### config.mk
export PLATFORM = sky130hd
export DESIGN_NAME = unsigned_divider
export DESIGN_NICKNAME = d
export VERILOG_FILES = /design/src/rtl/div_pkg.sv /design/src/rtl/divider_control.sv /design/src/rtl/unsigned_divider.sv
export SDC_FILE = /design/constraint.sdc
export NUM_CORES = 1
export LEC_CHECK = 0
export CAP_MARGIN = 25
export CORE_ASPECT_RATIO = 0.75
export CORE_MARGIN = 2
export CORE_UTILIZATION = 55
export DETAILED_ROUTE_END_ITERATION = 10
export DONT_BUFFER_PORTS = 1
export GPL_TIMING_DRIVEN = 0
export PLACE_DENSITY = 0.73
export SETUP_SLACK_MARGIN = 0.1
export SLEW_MARGIN = 20
export SYNTH_ARGS = -nofsm -noshare
export SYNTH_HDL_FRONTEND = slang
export SYNTH_HIERARCHICAL = 1
export SYNTH_SLANG_ARGS = --single-unit
### constraint.sdc
create_clock -name clk -period 5.15 [get_ports clk]
set_input_delay 0.515 -clock clk [delete_from_list [all_inputs] [get_ports clk]]
set_output_delay 0.515 -clock clk [all_outputs]
set_load 0.01 [all_outputs]
### src/rtl/div_pkg.sv
// Shared types and helpers for the sequential unsigned divider.
// Holds the FSM state encoding and the iteration counter sizing.
package div_pkg;

  localparam int DIV_WIDTH_DEFAULT = 32;

  typedef enum logic [1:0] {
    S_IDLE = 2'd0,
    S_ITER = 2'd1,
    S_DONE = 2'd2
  } div_state_t;

  // Counter must hold 0..WIDTH without wrapping.
  function automatic int div_cnt_w(input int w);
    return $clog2(w) + 1;
  endfunction

endpackage

### src/rtl/divider_control.sv
// Divider sequencing: FSM, iteration counter and handshake flags.
// Datapath strobes are decoded from state; busy/rdy are registered.
module divider_control
  import div_pkg::*;
#(
  parameter int WIDTH = DIV_WIDTH_DEFAULT
) (
  input  logic clk,
  input  logic rst,
  input  logic run,
  input  logic divisor_zero,
  input  logic trial_sign,
  output logic load,
  output logic shift_en,
  output logic accept,
  output logic last,
  output logic busy,
  output logic rdy
);

  localparam int CW = div_cnt_w(WIDTH);
  localparam logic [CW-1:0] LAST_CNT = CW'(WIDTH - 1);

  div_state_t     state;
  logic [CW-1:0]  count;

  // Strobes to the datapath for the current cycle.
  always_comb begin
    load     = (state == S_IDLE) && run;
    shift_en = (state == S_ITER);
    accept   = shift_en && !trial_sign;
    last     = shift_en && (count == LAST_CNT);
  end

  // State, counter and registered handshake outputs.
  always_ff @(posedge clk or posedge rst) begin
    if (rst) begin
      state <= S_IDLE;
      count <= '0;
      busy  <= 1'b0;
      rdy   <= 1'b0;
    end else begin
      case (state)
        S_IDLE: begin
          if (run) begin
            count <= '0;
            if (divisor_zero) begin
              state <= S_DONE;
              rdy   <= 1'b1;
            end else begin
              state <= S_ITER;
              busy  <= 1'b1;
            end
          end
        end
        S_ITER: begin
          count <= count + 1'b1;
          if (count == LAST_CNT) begin
            state <= S_DONE;
            busy  <= 1'b0;
            rdy   <= 1'b1;
          end
        end
        S_DONE: begin
          if (!run) begin
            state <= S_IDLE;
            rdy   <= 1'b0;
          end
        end
        default: begin
          state <= S_IDLE;
          busy  <= 1'b0;
          rdy   <= 1'b0;
        end
      endcase
    end
  end

endmodule

### src/rtl/unsigned_divider.sv
// Sequential restoring divider, one quotient bit per clock.
// Top level holds the R/Q/D datapath and the result registers.
module unsigned_divider
  import div_pkg::*;
#(
  parameter int WIDTH = DIV_WIDTH_DEFAULT
) (
  input  logic             clk,
  input  logic             rst,
  input  logic             run,
  input  logic [WIDTH-1:0] dividend,
  input  logic [WIDTH-1:0] divisor,
  output logic             busy,
  output logic             rdy,
  output logic [WIDTH-1:0] quotient,
  output logic [WIDTH-1:0] remainder,
  output logic             div_by_zero
);

  logic [WIDTH:0]   r;
  logic [WIDTH-1:0] q;
  logic [WIDTH-1:0] d;

  logic [WIDTH:0]   r_sh;
  logic [WIDTH:0]   trial;
  logic [WIDTH:0]   r_nxt;
  logic [WIDTH-1:0] q_nxt;

  logic load;
  logic shift_en;
  logic accept;
  logic last;
  logic dz_in;

  assign dz_in = (divisor == '0);

  divider_control #(
    .WIDTH(WIDTH)
  ) u_ctrl (
    .clk         (clk),
    .rst         (rst),
    .run         (run),
    .divisor_zero(dz_in),
    .trial_sign  (trial[WIDTH]),
    .load        (load),
    .shift_en    (shift_en),
    .accept      (accept),
    .last        (last),
    .busy        (busy),
    .rdy         (rdy)
  );

  // Shift {R,Q} left, trial-subtract D, restore on a negative result.
  always_comb begin
    r_sh  = {r[WIDTH-1:0], q[WIDTH-1]};
    trial = r_sh - {1'b0, d};
    r_nxt = accept ? trial : r_sh;
    q_nxt = {q[WIDTH-2:0], accept};
  end

  // Working registers and result registers.
  always_ff @(posedge clk or posedge rst) begin
    if (rst) begin
      r           <= '0;
      q           <= '0;
      d           <= '0;
      quotient    <= '0;
      remainder   <= '0;
      div_by_zero <= 1'b0;
    end else if (load) begin
      r           <= '0;
      q           <= dividend;
      d           <= divisor;
      div_by_zero <= dz_in;
      if (dz_in) begin
        quotient  <= '1;
        remainder <= dividend;
      end
    end else if (shift_en) begin
      r <= r_nxt;
      q <= q_nxt;
      if (last) begin
        quotient  <= q_nxt;
        remainder <= r_nxt[WIDTH-1:0];
      end
    end
  end

endmodule

-- After elaboration in Yosys (flattened, before gate mapping)
Cells that the tools add are included.
- bits in writable memories: 0
- memories kept: 0
- output and inout port bits: 67
- bits in latches: 0
- input bits: 67
- logic and storage cells: 65
- register bits after elaboration: 171
- bits in read-only memories: 0
- reduce and logical (&&, ||, !) cells: 14
- order comparisons: 0
- equal/unequal tests: 9
- div/mod/pow operators: 0
- muxes and demuxes: 29
- shift-type cells: 0
- bitwise logic cells: 1
- $mul: 0
- add/sub/neg operators: 2
- operators with widths (cell ; count):
    32-bit 2-to-1 mux ; 13
    33-bit by 32-bit subtractor with 33-bit output ; 1
    32-bit logical NOT ; 1
    6-bit one-hot mux with 2 select lines ; 1
    2-bit 2-to-1 mux ; 4
    2-bit != test, second input constant ; 4
    4-bit AND reduction ; 2
    1-bit 2-to-1 mux ; 7
    6-bit by 1-bit adder with 6-bit output, second input constant ; 1
    6-bit by 5-bit equality test with 1-bit output, second input constant ; 1
    6-bit 2-to-1 mux ; 1
    1-bit one-hot mux with 3 select lines ; 2
    2-bit one-hot mux with 3 select lines ; 1
    3-bit AND reduction ; 2
    2-bit nonzero test ; 3
    2-bit by 1-bit != test with 1-bit output, second input constant ; 2
    1-bit logical AND ; 3
    2-bit by 1-bit equality test with 1-bit output, second input constant ; 1
    2-bit equality test, second input constant ; 1
    2-bit logical NOT ; 1
    2-bit AND reduction ; 1
    1-bit logical NOT ; 1
    1-bit inverter ; 1

-- Depth between registers and ports, before layout
Gate-level depths: netlist (run 1).
- word-level depth: 7
- mapped depth: 19
- gate-level depth less buffers: 17

-- Modules after synthesis
The synthesis (run 1) kept the hierarchy.
- by module, submodules not included (module ; times used ; cells each ; area each (sq um) ; seq. area each (sq um)):
    unsigned_divider ; 1 ; 919 ; 8790.9 ; 4028.9
    divider_control ; 1 ; 51 ; 500.5 ; 250.2

-- Worst setup path before layout (run 1)
Ideal clock, no wire load.
- path type: reg-to-reg
- start point: register r[3]
- end point: register r[30]
- path buffers: 3
- stages on the path, launching flop included: 16
- period minus slack after synthesis: 4.029 ns
- data required time: 5.051 ns
- setup time: 0.099 ns
- arrival time: 3.930 ns
- setup slack: 1.121 ns
- path through: dfrtp_1 ha_1 a21o_1 a2111oi_4 a211o_2 o211ai_2 a2111o_1 a31o_1 a21oi_2 xor2_1 nor2_1 clkbuf_1 buf_1 clkbuf_1 nand3b_1 a311oi_1
- longest elaborated chain between the ends: 6
- RTL lines (what ; line ; text):
    from (decl) ; unsigned_divider.sv:20 ; logic [WIDTH:0] r;
    from (signal assigned) ; unsigned_divider.sv:80 ; r <= r_nxt;
    33-bit by 32-bit subtractor with 33-bit output ; unsigned_divider.sv:56 ; trial = r_sh - {1'b0, d};
    net trial[32] ; unsigned_divider.sv:25 ; logic [WIDTH:0] trial;
    1-bit logical NOT ; divider_control.sv:31 ; accept = shift_en && !trial_sign;
    1-bit logical AND ; divider_control.sv:31 ;
    net accept ; unsigned_divider.sv:31 ; logic accept;
    32-bit 2-to-1 mux ; unsigned_divider.sv:57 ; r_nxt = accept ? trial : r_sh;
    32-bit 2-to-1 mux ; unsigned_divider.sv:79 ; end else if (shift_en) begin
    32-bit 2-to-1 mux ; unsigned_divider.sv:70 ; end else if (load) begin
The timed path passes the listed nets, and every way through them passes these cells. The select of a mux whose other input is x is not followed.
A chain may end at the register's enable or synchronous reset.

-- Worst setup path after layout (run 1)
- start point: register q[31]
- end point: register remainder[29]
- longest elaborated chain between the ends: 7
- RTL lines (what ; line ; text):
    from (decl) ; unsigned_divider.sv:21 ; logic [WIDTH-1:0] q;
    from (signal assigned) ; unsigned_divider.sv:72 ; q <= dividend;
    from (signal assigned) ; unsigned_divider.sv:81 ; q <= q_nxt;
    33-bit by 32-bit subtractor with 33-bit output ; unsigned_divider.sv:56 ;
    net trial[32] ; unsigned_divider.sv:25 ;
    1-bit logical NOT ; divider_control.sv:31 ;
    1-bit logical AND ; divider_control.sv:31 ;
    net accept ; unsigned_divider.sv:31 ;
    32-bit 2-to-1 mux ; unsigned_divider.sv:57 ;
    32-bit 2-to-1 mux ; unsigned_divider.sv:82 ; if (last) begin
    32-bit 2-to-1 mux ; unsigned_divider.sv:79 ;
    32-bit 2-to-1 mux ; unsigned_divider.sv:70 ;
    to (signal assigned) ; unsigned_divider.sv:77 ; remainder <= dividend;
    to (signal assigned) ; unsigned_divider.sv:84 ; remainder <= r_nxt[WIDTH-1:0];
    to (decl) ; unsigned_divider.sv:16 ; output logic [WIDTH-1:0] remainder,
The timed path passes the listed nets, and every way through them passes these cells. The select of a mux whose other input is x is not followed.

==> flow_summary.yaml, run 1 <==
status:
  status: "finished, final reports clean"
setup_path:
  rr_worst_depth: 17
  end_kind: "flop"
  criticalPathCategory: "reg2reg"
  crit_arrival_ps: 5250
  required_ps: 5460
  critical_path.max_fanout: 10
  critPathLaunchType: "flop"
floorplanning:
  io_pins: 134
  die_y_um: 117
  initial_core_util: 0.557
  rows: 41
  die_x_um: 154
  design.die.area_um2: 18000
  design.core.area_um2: 16700
timing:
  min_period_over_period: 0.959
  worstMarginPinSlew_ps: 890
  period_needed_ps: 4940
  hold_viol: 0
  finalSetupViolations: 0
  slew_viol_final: 0
  fmax_mhz: 202
  relSlewSlack: 0.407
  rsz0062_at_grt: "yes"
  clock_skew_ps: 11.4
  fin_ws_ps: 210
global_route:
  grt_pass1_wl_um: 42000
  use_met1: 0.424
  grt_pass1_vias: 7596
  grt_busiest_layer: "met2"
  use_met2: 0.455
  grt_usage: 0.305
  antenna_found_initial: 0
  grt_overflow: 0
  grt_util_met3: 0.100
  grt_start_max_net_pins: 98
route:
  drt-pass1-iter-count: 7
  vias_per_cell: 6.43
  via_count: 7840
  first_iter_violations: 708
  wl_um: 27200
  routedWlPerCell_um: 22.3
  antenna_left: 0
  drc: 0
min_path:
  hold_depth: 2
  holdCritPathClass: "in2reg"
cells_and_area:
  fin_nets: 1093
  drive_gt1_frac: 0.0677
  area_growth_syn_to_layout_pct: 9.78
  nFillCells: 1396
  final_common_cell: "dfrtp_1"
  n_antenna_cell: 0
  layout_common_cells: "dfrtp_1 (171), nor2_1 (94), nand2_1 (93)"
cts:
  cts_max_path_buffers: 2
  cts_buffers: 17
  clock-root-buffer: "clkbuf_16"
  h-tree-depth: 4
  clk_pin_slew_worst_paths_ps: 80
  cts_tree: "yes"
  post-cts-setup-buffers: 0
  insertion_delay_ps: 440
  clock_sinks: 171
logic_synthesis:
  avgSynthCellArea_um2: 9.58
  ys_seq_elements: 171
  synthAdderAreaFrac: 0.0479
  synth-edff-count: 0
  synth.distinct_cells: 72
  async_flop_share: 1.00
  synth_mux_area_frac: 0.0663
  synth_ff_type: "dfrtp_1"
  syn_inst: 970
  synth.net_count: 1072
  syn-cell-area_um2: 9290
  synth_warnings: 6
  synth-compound-area-share: 0.230
  synth_top_family_by_area: "compound AO/OA/AOI/OAI gates"
  seq_area_frac_synth: 0.461
  synth_xor_xnor_area_share: 0.0207
  synth_simple_gate_area_frac: 0.134
place:
  port_buffers: 0
  dp_slack_ps: 37.9
  place_congestion: 0.901
  hpwl_um: 20300
run:
  cap_violations: 0
state kept, by name (all words and copies together), names as in the netlist, 2 cells and up:
name / flops
d: 32
remainder: 32
quotient: 32
u_ctrl/state: 2
q: 32
u_ctrl/count: 6
r: 32
per-stage QoR:
step / std cells / TNS, ps / instance area (um^2) / hold slack (ps) / util
final: 1219 / 0 / 10200 / 192 / 0.612
after global routing: 1219 / 0 / 10200 / 208 / 0.612
after CTS: 1219 / 0 / 10200 / 192 / 0.612
after detailed placement: 1186 / 0 / 9600 / 411 / 0.576
after global placement: 1185 / -244810 / 9560 / 409 / 0.573
after floorplan: 970 / 0 / 9290 / 355 / -
final timing paths:
kind / end / slack [ps] / from
max in group asynchronous: remainder[17] / 3640 / rst
worst min register to register: u_ctrl/count[5] / 490 / u_ctrl/count[5]
worst max register to register: remainder[29] / 210 / q[31]
min in group asynchronous: u_ctrl/state[1] / 620 / rst
worst max-delay path: remainder[29] / 210 / q[31]
worst min-delay path: d[28] / 190 / divisor[28]
per-layer routing:
layer	share of wire	vias to the layer above
li1	-	3573
met4	0.023	0
met1	0.44	3867
met2	0.43	345
met5	0	-
met3	0.10	55
area by class of cell:
type                    count  area [um^2]  share of cell area
well taps                 215          269              0.0264
inverters                  43          170              0.0167
plain buffers              58          223              0.0218
flip-flops and latches    171         4280               0.420
repair buffers              2         37.5             0.00368
multi-input cells         698         4630               0.454
clock buffers              18          439              0.0431
clock inverters            14          150              0.0147
cell families (layout without fill, tap and decap cells):
group,count (synthesis),count (layout)
and+or+nand+nor,275,275
adders and majority gates,35,35
AOI/OAI and AO/OA,306,306
buffers and inverters,101,135
xor gates and xnor gates,22,22
DFF,171,171
muxes,60,60
synthesized netlist by cell type (all sizes together) (11+ instances only):
library cell	n	area share
xnor2	11	0.010
o22a	31	0.029
buf	12	0.0050
o21ai	66	0.036
nor2	94	0.038
a21o	22	0.018
ha	34	0.046
dfrtp	171	0.46
inv	40	0.016
xor2	11	0.010
clkbuf	46	0.019
nor2b	14	0.0094
mux2	12	0.015
a211oi	28	0.023
mux2i	48	0.052
a21oi	74	0.041
nand3	16	0.0086
nand2	94	0.038
worst max-delay path, stage by stage, from the launching register on:
cell and delay (ps):
dfrtp_1 410, inv_1 100, ha_1 210, fa_1 380
nor2b_1 260, o2111ai_1 240, a211o_2 430, o211ai_2 300
a2111o_1 240, a31o_1 170, a21oi_2 60, xor2_1 140
nor2_1 100, clkbuf_2 290, buf_1 600, nand2_1 280
nor2_1 440, a21oi_1 140
what timing repair did:
action	CTS	global route
endpoints found under the hold margin	74	0
endpoints found under the setup margin	6	25
pin swaps	0	0
resized for setup	2	4
hold buffers	1	0
Power of run 1 is left out: the tool's default activity adds up to more than one toggle a clock period on the data nets, which glitch-free logic cannot reach.
==> inputs of run 2 (changes only) <==
Settings changed: ABC_CLOCK_PERIOD_IN_PS set to 5150.
==> results of run 2 <==
The final DEF is identical to that of run 1; final timing and power are the same.
Power of run 2 is left out for the same reason.
